### src/rtl/cpu24_pkg.sv
// Shared CPU24 definitions: datapath width, divider FSM states and the divide-by-zero quotient.
package cpu24_pkg;

  localparam int DATA_W = 24;

  typedef enum logic [1:0] {
    IDLE = 2'd0,
    RUN  = 2'd1,
    DONE = 2'd2
  } div_state_t;

  localparam logic [DATA_W-1:0] DIV0_QUOTIENT = {DATA_W{1'b1}};

endpackage

### src/rtl/divide_seq_24bit_if.sv
// Divider request/result bundle between the ALU control FSM (master) and the divider (slave).
// DIV_SIGNED_EN adds the sign_mode request bit.
interface divide_seq_24bit_if #(
  parameter int WIDTH = cpu24_pkg::DATA_W
);
  // Handshake: master raises start with operands; it is taken only while the divider is idle
  // (busy=0 and done=0). busy covers the iteration phase; done pulses one cycle when
  // quotient/remainder/div_by_zero are valid, and they hold until the next accepted start.
  logic             start;
  logic [WIDTH-1:0] dividend;
  logic [WIDTH-1:0] divisor;
`ifdef DIV_SIGNED_EN
  logic             sign_mode;
`endif
  logic             busy;
  logic             done;
  logic [WIDTH-1:0] quotient;
  logic [WIDTH-1:0] remainder;
  logic             div_by_zero;

`ifdef DIV_SIGNED_EN
  modport master (
    output start, dividend, divisor, sign_mode,
    input  busy, done, quotient, remainder, div_by_zero
  );
  modport slave (
    input  start, dividend, divisor, sign_mode,
    output busy, done, quotient, remainder, div_by_zero
  );
`else
  modport master (
    output start, dividend, divisor,
    input  busy, done, quotient, remainder, div_by_zero
  );
  modport slave (
    input  start, dividend, divisor,
    output busy, done, quotient, remainder, div_by_zero
  );
`endif

endinterface

### src/rtl/div_step.sv
// One restoring-division iteration: shift {R,Q} left by one, subtract D when it fits.
module div_step #(
  parameter int WIDTH = 24
) (
  input  logic [WIDTH:0]   r_in,
  input  logic [WIDTH-1:0] q_in,
  input  logic [WIDTH-1:0] d,
  output logic [WIDTH:0]   r_out,
  output logic [WIDTH-1:0] q_out
);

  logic [WIDTH+1:0] shifted;
  logic [WIDTH+1:0] diff;
  logic             fits;

  // One guard bit above the partial remainder turns the borrow into the compare result.
  assign shifted = {r_in, q_in[WIDTH-1]};
  assign diff    = shifted - {2'b00, d};
  assign fits    = ~diff[WIDTH+1];

  assign r_out = fits ? diff[WIDTH:0] : shifted[WIDTH:0];
  assign q_out = {q_in[WIDTH-2:0], fits};

endmodule

### src/rtl/divide_seq_24bit.sv
// Iterative restoring divider, one quotient bit per clock, start/busy/done handshake.
// Optional DIV_SIGNED_EN: two's-complement truncating division selected by sign_mode.
module divide_seq_24bit
  import cpu24_pkg::*;
#(
  parameter int WIDTH = DATA_W
) (
  input  logic                     clk,
  input  logic                     reset,
  divide_seq_24bit_if.slave        bus,
  output div_state_t               dbg_state
);

  localparam int CNT_W = $clog2(WIDTH);

  div_state_t       state_q, state_d;
  logic [CNT_W-1:0] cnt_q;
  logic [WIDTH:0]   r_q, r_next;
  logic [WIDTH-1:0] q_q, q_next;
  logic [WIDTH-1:0] d_q;
  logic [WIDTH-1:0] quotient_q, remainder_q;
  logic             div0_q;

  logic             accept;
  logic             last_iter;
  logic             div0_in;
  logic [WIDTH-1:0] a_mag, b_mag;
  logic [WIDTH-1:0] q_fin, r_fin;

  assign accept    = (state_q == IDLE) && bus.start;
  assign last_iter = (state_q == RUN) && (cnt_q == CNT_W'(WIDTH - 1));
  assign div0_in   = (bus.divisor == '0);

`ifdef DIV_SIGNED_EN
  logic a_neg, b_neg;
  logic neg_q_q, neg_r_q;

  assign a_neg = bus.sign_mode & bus.dividend[WIDTH-1];
  assign b_neg = bus.sign_mode & bus.divisor[WIDTH-1];
  assign a_mag = a_neg ? -bus.dividend : bus.dividend;
  assign b_mag = b_neg ? -bus.divisor  : bus.divisor;

  // Quotient sign follows the operand signs, remainder keeps the dividend's sign.
  always_ff @(posedge clk or posedge reset) begin
    if (reset) begin
      neg_q_q <= 1'b0;
      neg_r_q <= 1'b0;
    end else if (accept) begin
      neg_q_q <= a_neg ^ b_neg;
      neg_r_q <= a_neg;
    end
  end

  assign q_fin = neg_q_q ? -q_next : q_next;
  assign r_fin = neg_r_q ? -r_next[WIDTH-1:0] : r_next[WIDTH-1:0];
`else
  assign a_mag = bus.dividend;
  assign b_mag = bus.divisor;
  assign q_fin = q_next;
  assign r_fin = r_next[WIDTH-1:0];
`endif

  div_step #(.WIDTH(WIDTH)) u_step (
    .r_in  (r_q),
    .q_in  (q_q),
    .d     (d_q),
    .r_out (r_next),
    .q_out (q_next)
  );

  always_ff @(posedge clk or posedge reset) begin
    if (reset) state_q <= IDLE;
    else       state_q <= state_d;
  end

  always_comb begin
    state_d = state_q;
    case (state_q)
      IDLE:    if (bus.start) state_d = div0_in ? DONE : RUN;
      RUN:     if (last_iter) state_d = DONE;
      DONE:    state_d = IDLE;
      default: state_d = IDLE;
    endcase
  end

  // Result registers load only on the edge entering DONE, so they stay stable through RUN.
  always_ff @(posedge clk or posedge reset) begin
    if (reset) begin
      r_q         <= '0;
      q_q         <= '0;
      d_q         <= '0;
      cnt_q       <= '0;
      quotient_q  <= '0;
      remainder_q <= '0;
      div0_q      <= 1'b0;
    end else if (accept) begin
      r_q   <= '0;
      q_q   <= a_mag;
      d_q   <= b_mag;
      cnt_q <= '0;
      if (div0_in) begin
        quotient_q  <= {WIDTH{1'b1}};
        remainder_q <= bus.dividend;
        div0_q      <= 1'b1;
      end else begin
        div0_q <= 1'b0;
      end
    end else if (state_q == RUN) begin
      r_q   <= r_next;
      q_q   <= q_next;
      cnt_q <= cnt_q + 1'b1;
      if (last_iter) begin
        quotient_q  <= q_fin;
        remainder_q <= r_fin;
      end
    end
  end

  assign bus.busy        = (state_q == RUN);
  assign bus.done        = (state_q == DONE);
  assign bus.quotient    = quotient_q;
  assign bus.remainder   = remainder_q;
  assign bus.div_by_zero = div0_q;
  assign dbg_state       = state_q;

endmodule

### src/flat_wrapper.sv
// flat-port wrapper written by rule: the top's interface ports become plain ports
module divide_seq_24bit_flat import cpu24_pkg::*;
#(
  parameter int WIDTH = DATA_W
)
  (clk, reset, dbg_state, bus_start, bus_dividend, bus_divisor, bus_busy, bus_done, bus_quotient, bus_remainder, bus_div_by_zero);
  divide_seq_24bit_if #(.WIDTH(WIDTH)) bus_i ();
  input  logic clk;
  input  logic reset;
  output div_state_t dbg_state;
  input wire logic [$bits(bus_i.start)-1:0] bus_start;
  input wire logic [$bits(bus_i.dividend)-1:0] bus_dividend;
  input wire logic [$bits(bus_i.divisor)-1:0] bus_divisor;
  output wire logic [$bits(bus_i.busy)-1:0] bus_busy;
  output wire logic [$bits(bus_i.done)-1:0] bus_done;
  output wire logic [$bits(bus_i.quotient)-1:0] bus_quotient;
  output wire logic [$bits(bus_i.remainder)-1:0] bus_remainder;
  output wire logic [$bits(bus_i.div_by_zero)-1:0] bus_div_by_zero;
  assign bus_i.start = bus_start;
  assign bus_i.dividend = bus_dividend;
  assign bus_i.divisor = bus_divisor;
  assign bus_busy = bus_i.busy;
  assign bus_done = bus_i.done;
  assign bus_quotient = bus_i.quotient;
  assign bus_remainder = bus_i.remainder;
  assign bus_div_by_zero = bus_i.div_by_zero;
  divide_seq_24bit #(.WIDTH(WIDTH)) u_core (.clk(clk), .reset(reset), .bus(bus_i), .dbg_state(dbg_state));
endmodule
### config.mk
export PLATFORM = sky130hd
export DESIGN_NAME = divide_seq_24bit_flat
export DESIGN_NICKNAME = d
export VERILOG_FILES = /design/src/rtl/cpu24_pkg.sv /design/src/rtl/divide_seq_24bit_if.sv /design/src/rtl/div_step.sv /design/src/rtl/divide_seq_24bit.sv /design/src/flat_wrapper.sv
export SDC_FILE = /design/constraint.sdc
export NUM_CORES = 1
export LEC_CHECK = 0
export ABC_CLOCK_PERIOD_IN_PS = 5600
export CORE_MARGIN = 8
export CORE_UTILIZATION = 40
export CTS_BUF_LIST = sky130_fd_sc_hd__clkbuf_16
export CTS_CLUSTER_SIZE = 12
export DETAILED_ROUTE_END_ITERATION = 16
export PLACE_DENSITY = 0.63
export REMOVE_ABC_BUFFERS = 1
export SYNTH_ARGS = -nofsm -noshare
export SYNTH_HDL_FRONTEND = slang
export SYNTH_SLANG_ARGS = --single-unit
### constraint.sdc
create_clock -name clk -period 5.6 [get_ports clk]
set_clock_uncertainty 0.1 [all_clocks]
set_input_delay 1.12 -clock clk [delete_from_list [all_inputs] [get_ports clk]]
set_output_delay 1.12 -clock clk [all_outputs]
set_load 0.05 [all_outputs]
# Word level (Yosys, flattened, before mapping)
# Index checks and enable logic that the tools add are counted.
[totals]
ram_bits = 0
romBits = 0
ff_bits = 129
latch_bits = 0
n_memories = 0
[classes]
bitwise = 1
reduce_logical = 8
shift = 0
div = 0
addsub = 2
n_lt_le_gt_ge = 0
muxes = 20
mul = 0
eq_ne = 6
[ops]
columns = ["op", "count"]
rows = [
  ["$mux W24", 10],
  ["$mux W25", 3],
  ["$sub A26 B24 Y26", 1],
  ["$logic_not A24 Y1", 1],
  ["$mux W5", 2],
  ["$mux W2", 3],
  ["$add A5 B1 Y5 const B", 1],
  ["$eq A5 B5 Y1 const B", 1],
  ["$ne A2 B2 Y1 const B", 2],
  ["$pmux W2 S2", 1],
  ["$reduce_bool A2 Y1", 2],
  ["$reduce_and A3 Y1", 1],
  ["$eq A2 B1 Y1 const B", 1],
  ["$eq A2 B2 Y1 const B", 1],
  ["$logic_and A1 B1 Y1", 2],
  ["$logic_not A2 Y1", 1],
  ["$ne A2 B1 Y1 const B", 1],
  ["$reduce_and A2 Y1", 1],
  ["$mux W1", 1],
  ["$not A1 Y1", 1],
]

# Logic depth before layout (Yosys ltp)
[logic_depth]
ltp_word = 5
ltp_mapped = 12

# Modules after synthesis
# Synthesis repeated with hierarchy kept, for this count alone.
[hier_totals]
hier_cells = 803
area_unflattened_um2 = 7302.0
[modules_own_cells]
columns = ["module", "cells_each", "area_each_um2", "instances", "seq_area_each_um2"]
rows = [
  ["divide_seq_24bit", 544, 5342.6, 1, 3228.1],
  ["div_step", 259, 1959.4, 1, 0.0],
]

# Least setup slack after synthesis
# No wires, ideal clock.
[synth_timing]
kind = "input to output"
from = "input bus_start"
to = "output bus_busy"
t_arrival_ps = 1948
path_slack_ps = 2432
stages = 4
cell_sequence = "nand2_1 clkbuf_1 nand2_1 inv_1"
[synth_rtl]
columns = ["item", "line_no", "rtl"]
rows = [
  ["start: declaration", "flat_wrapper.sv:11", "input wire logic [$bits(bus_i.start)-1:0] bus_start;"],
  ["end: declaration", "flat_wrapper.sv:14", "output wire logic [$bits(bus_i.busy)-1:0] bus_busy;"],
]

==> results_dict.tcl <==
set metrics [dict create \
    status "completed" \
    maxCapViolations 0 \
    synth_cell_type_count 73 \
    gp_congestion 0.906 \
    slew_viol_final 0 \
    fp.dieW_um 148 \
    nNetsFinal 909 \
    synth_top_area_cell "dfrtp_1" \
    cts_buffers 17 \
    synth.top_cell.area_share 0.465 \
    grt-ovfl-total 0 \
    yosys_warnings 0 \
    vias 6067 \
    firstDrtPassIters 5 \
    worst_pin_slew_ps 1080 \
    cts-resized-gates 0 \
    synthTopCellsByArea "dfrtp_1 (47%), o21ai_0 (7.0%), nand2_1 (5.5%)" \
    clock_latency_ps 410 \
    rows 48 \
    drtIter0Drc 471 \
    ant_nets 0 \
    max_freq_mhz 229 \
    setup_viol 0 \
    cts_tree "yes" \
    rsz0062_at_grt "false" \
    postSynthCellCount 742 \
    critPathRequiredTime_ps 4380 \
    fin_crit_ps 4370 \
    clock_path_buffers 2 \
    crit_fanout 12 \
    cts_sinks 129 \
    hold_buffers 0 \
    clk_pin_slew_worst_paths_ps 60 \
    synth_most_common_cell "dfrtp_1" \
    root_buffer "clkbuf_16" \
    antenna_cells 0 \
    dr_wl_met3_um 1080 \
    grt_pass1_vias 6041 \
    viasPerCell 5.67 \
    setup-tns-final_ps 0 \
    track_usage 0.184 \
    async_flop_share 1.00 \
    ys.flop_type "dfrtp_1" \
    totalWireLength_um 20000 \
    io_buffer_count 103 \
    finalHoldViolCount 0 \
    grt_pass1_wl_um 32300 \
    fin_crit_sh 0.781 \
    die_area_sq_um 21800 \
    route.detailed.drc 0 \
    dr_wl_met2_um 9380 \
    worstSetupStartpointType "primary input" \
    worstPathArrival_ps 3150 \
    drive_above_1_share 0.0781 \
    antenna_found_initial 0 \
    critical_path_class "primary input to primary output" \
    syn_area_sq_um 6940 \
    post-cts-setup-buffer-count 0 \
    wl_per_cell_um 18.7 \
    hpwlAfterDp_um 14500 \
    synth_edf_count 0 \
    ys_seq_elements 129 \
    die_y_um 148 \
    grt_max_degree 57 \
    area_delta_synth_final_pct 25.6 \
    hold_path_class "flip-flop to flip-flop" \
    highest_layer "met4" \
    synth-seq-area-share 0.465 \
    fp.coreArea_sq_um 17100 \
    initial_core_util 0.406 \
    crit_path_end_kind "primary output" \
    avgSynthCellArea_sq_um 9.36 \
    synth_common_cells "dfrtp_1 (129), nand2_1 (101), o21ai_0 (97)" \
    drt-met1-wl_um 9190 \
    max_slew_margin 0.280 \
    io_pins 104 \
    h-tree-depth 4 \
]
cell usage in the layout (no fill, tap or decap), types with 4 or more instances in the layout:
master           count
o21ai_0             97
nor3_1               6
or3_1               24
mux2i_1             18
a22oi_1             22
o211ai_1             9
nand2_1            101
nand4_1              6
clkinvlp_4           4
a21oi_1             48
dfrtp_1            129
inv_1               34
a21o_1              11
ha_1                25
buf_4               11
nand3_1              8
xor2_1               4
clkdlybuf4s50_1    103
nor2_1              28
a31oi_1              8
nor4_1               6
o22a_1              24
and3_1               6
xnor2_1             15
o21ai_1              4
clkbuf_16           17
nand2b_1             6
final timing paths:
kind / startpoint / end / cells after the start / slack, ps
setup / recovery: bus_start / bus_busy / 7 / 1230
hold / removal: u_core.bus.quotient[16] / u_core.bus.quotient[16] / 1 / 390
setup reg to reg: u_core.r_q[19] / u_core.bus.remainder[18] / 8 / 2120
hold reg to reg: u_core.bus.quotient[16] / u_core.bus.quotient[16] / 1 / 390
max in group asynchronous: reset / u_core.bus.quotient[1] / 3 / 3420
min in group asynchronous: reset / u_core.bus.quotient[20] / 2 / 1000
metrics by stage:
step | hold WS, ps | utilization | worst slack [ps] | cell area (sq um) | cells
final | 386 | 0.510 | 1230 | 8720 | 1070
after detailed placement | 376 | 0.477 | 1170 | 8160 | 1038
after floorplan | 352 | - | 939 | 6760 | 699
after global placement | 371 | 0.477 | 1240 | 8160 | 1038
after global routing | 406 | 0.510 | 1080 | 8720 | 1070
after CTS | 390 | 0.510 | 1260 | 8720 | 1070
kinds of logic (layout without fill, tap and decap cells):
group,Yosys count,in the layout,share of synthesized area
XOR/XNOR,19,19,0.0240
AO/OA/AOI/OAI,258,258,0.237
flip-flops,129,129,0.465
multiplexers,22,22,0.0335
AND/OR/NAND/NOR,212,212,0.149
buffers and inverters,76,179,0.0440
adder cells (fa/ha/maj),26,26,0.0479
registers in the layout (all words and copies together) (netlist names):
signal,flops
u_core.q_q,24
u_core.bus.quotient,24
u_core.d_q,24
u_core.bus.remainder,24
u_core.cnt_q,5
u_core.r_q,25
u_core.dbg_state,2
u_core.bus.div_by_zero,1
worst max-delay path, stage by stage:
cell	delay (ps)
clkdlybuf4s50_1	540
nor2_1	70
nor2_1	100
buf_4	180
nand2_1	80
inv_1	180
clkdlybuf4s50_1	880
layout make-up:
cell class                      instances  area, sq um
Timing Repair Buffer                  114         1110
Sequential cell                       129         3230
Clock buffer                           17          425
Inverter                               33          126
Multi-Input combinational cell        537         3410
Tap cell                              225          282
Clock inverter                         15          136
Fill cell                            1604         8400
metal layers:
layer,GRT usage,vias to the layer above
li1,-,2872
met1,0.245,2980
met2,0.294,193
met3,0.0352,22
met4,0.0592,0
met5,0,-
Power is not shown: default switching activity piles up to over one toggle a cycle in this logic, so the estimate is an artifact.
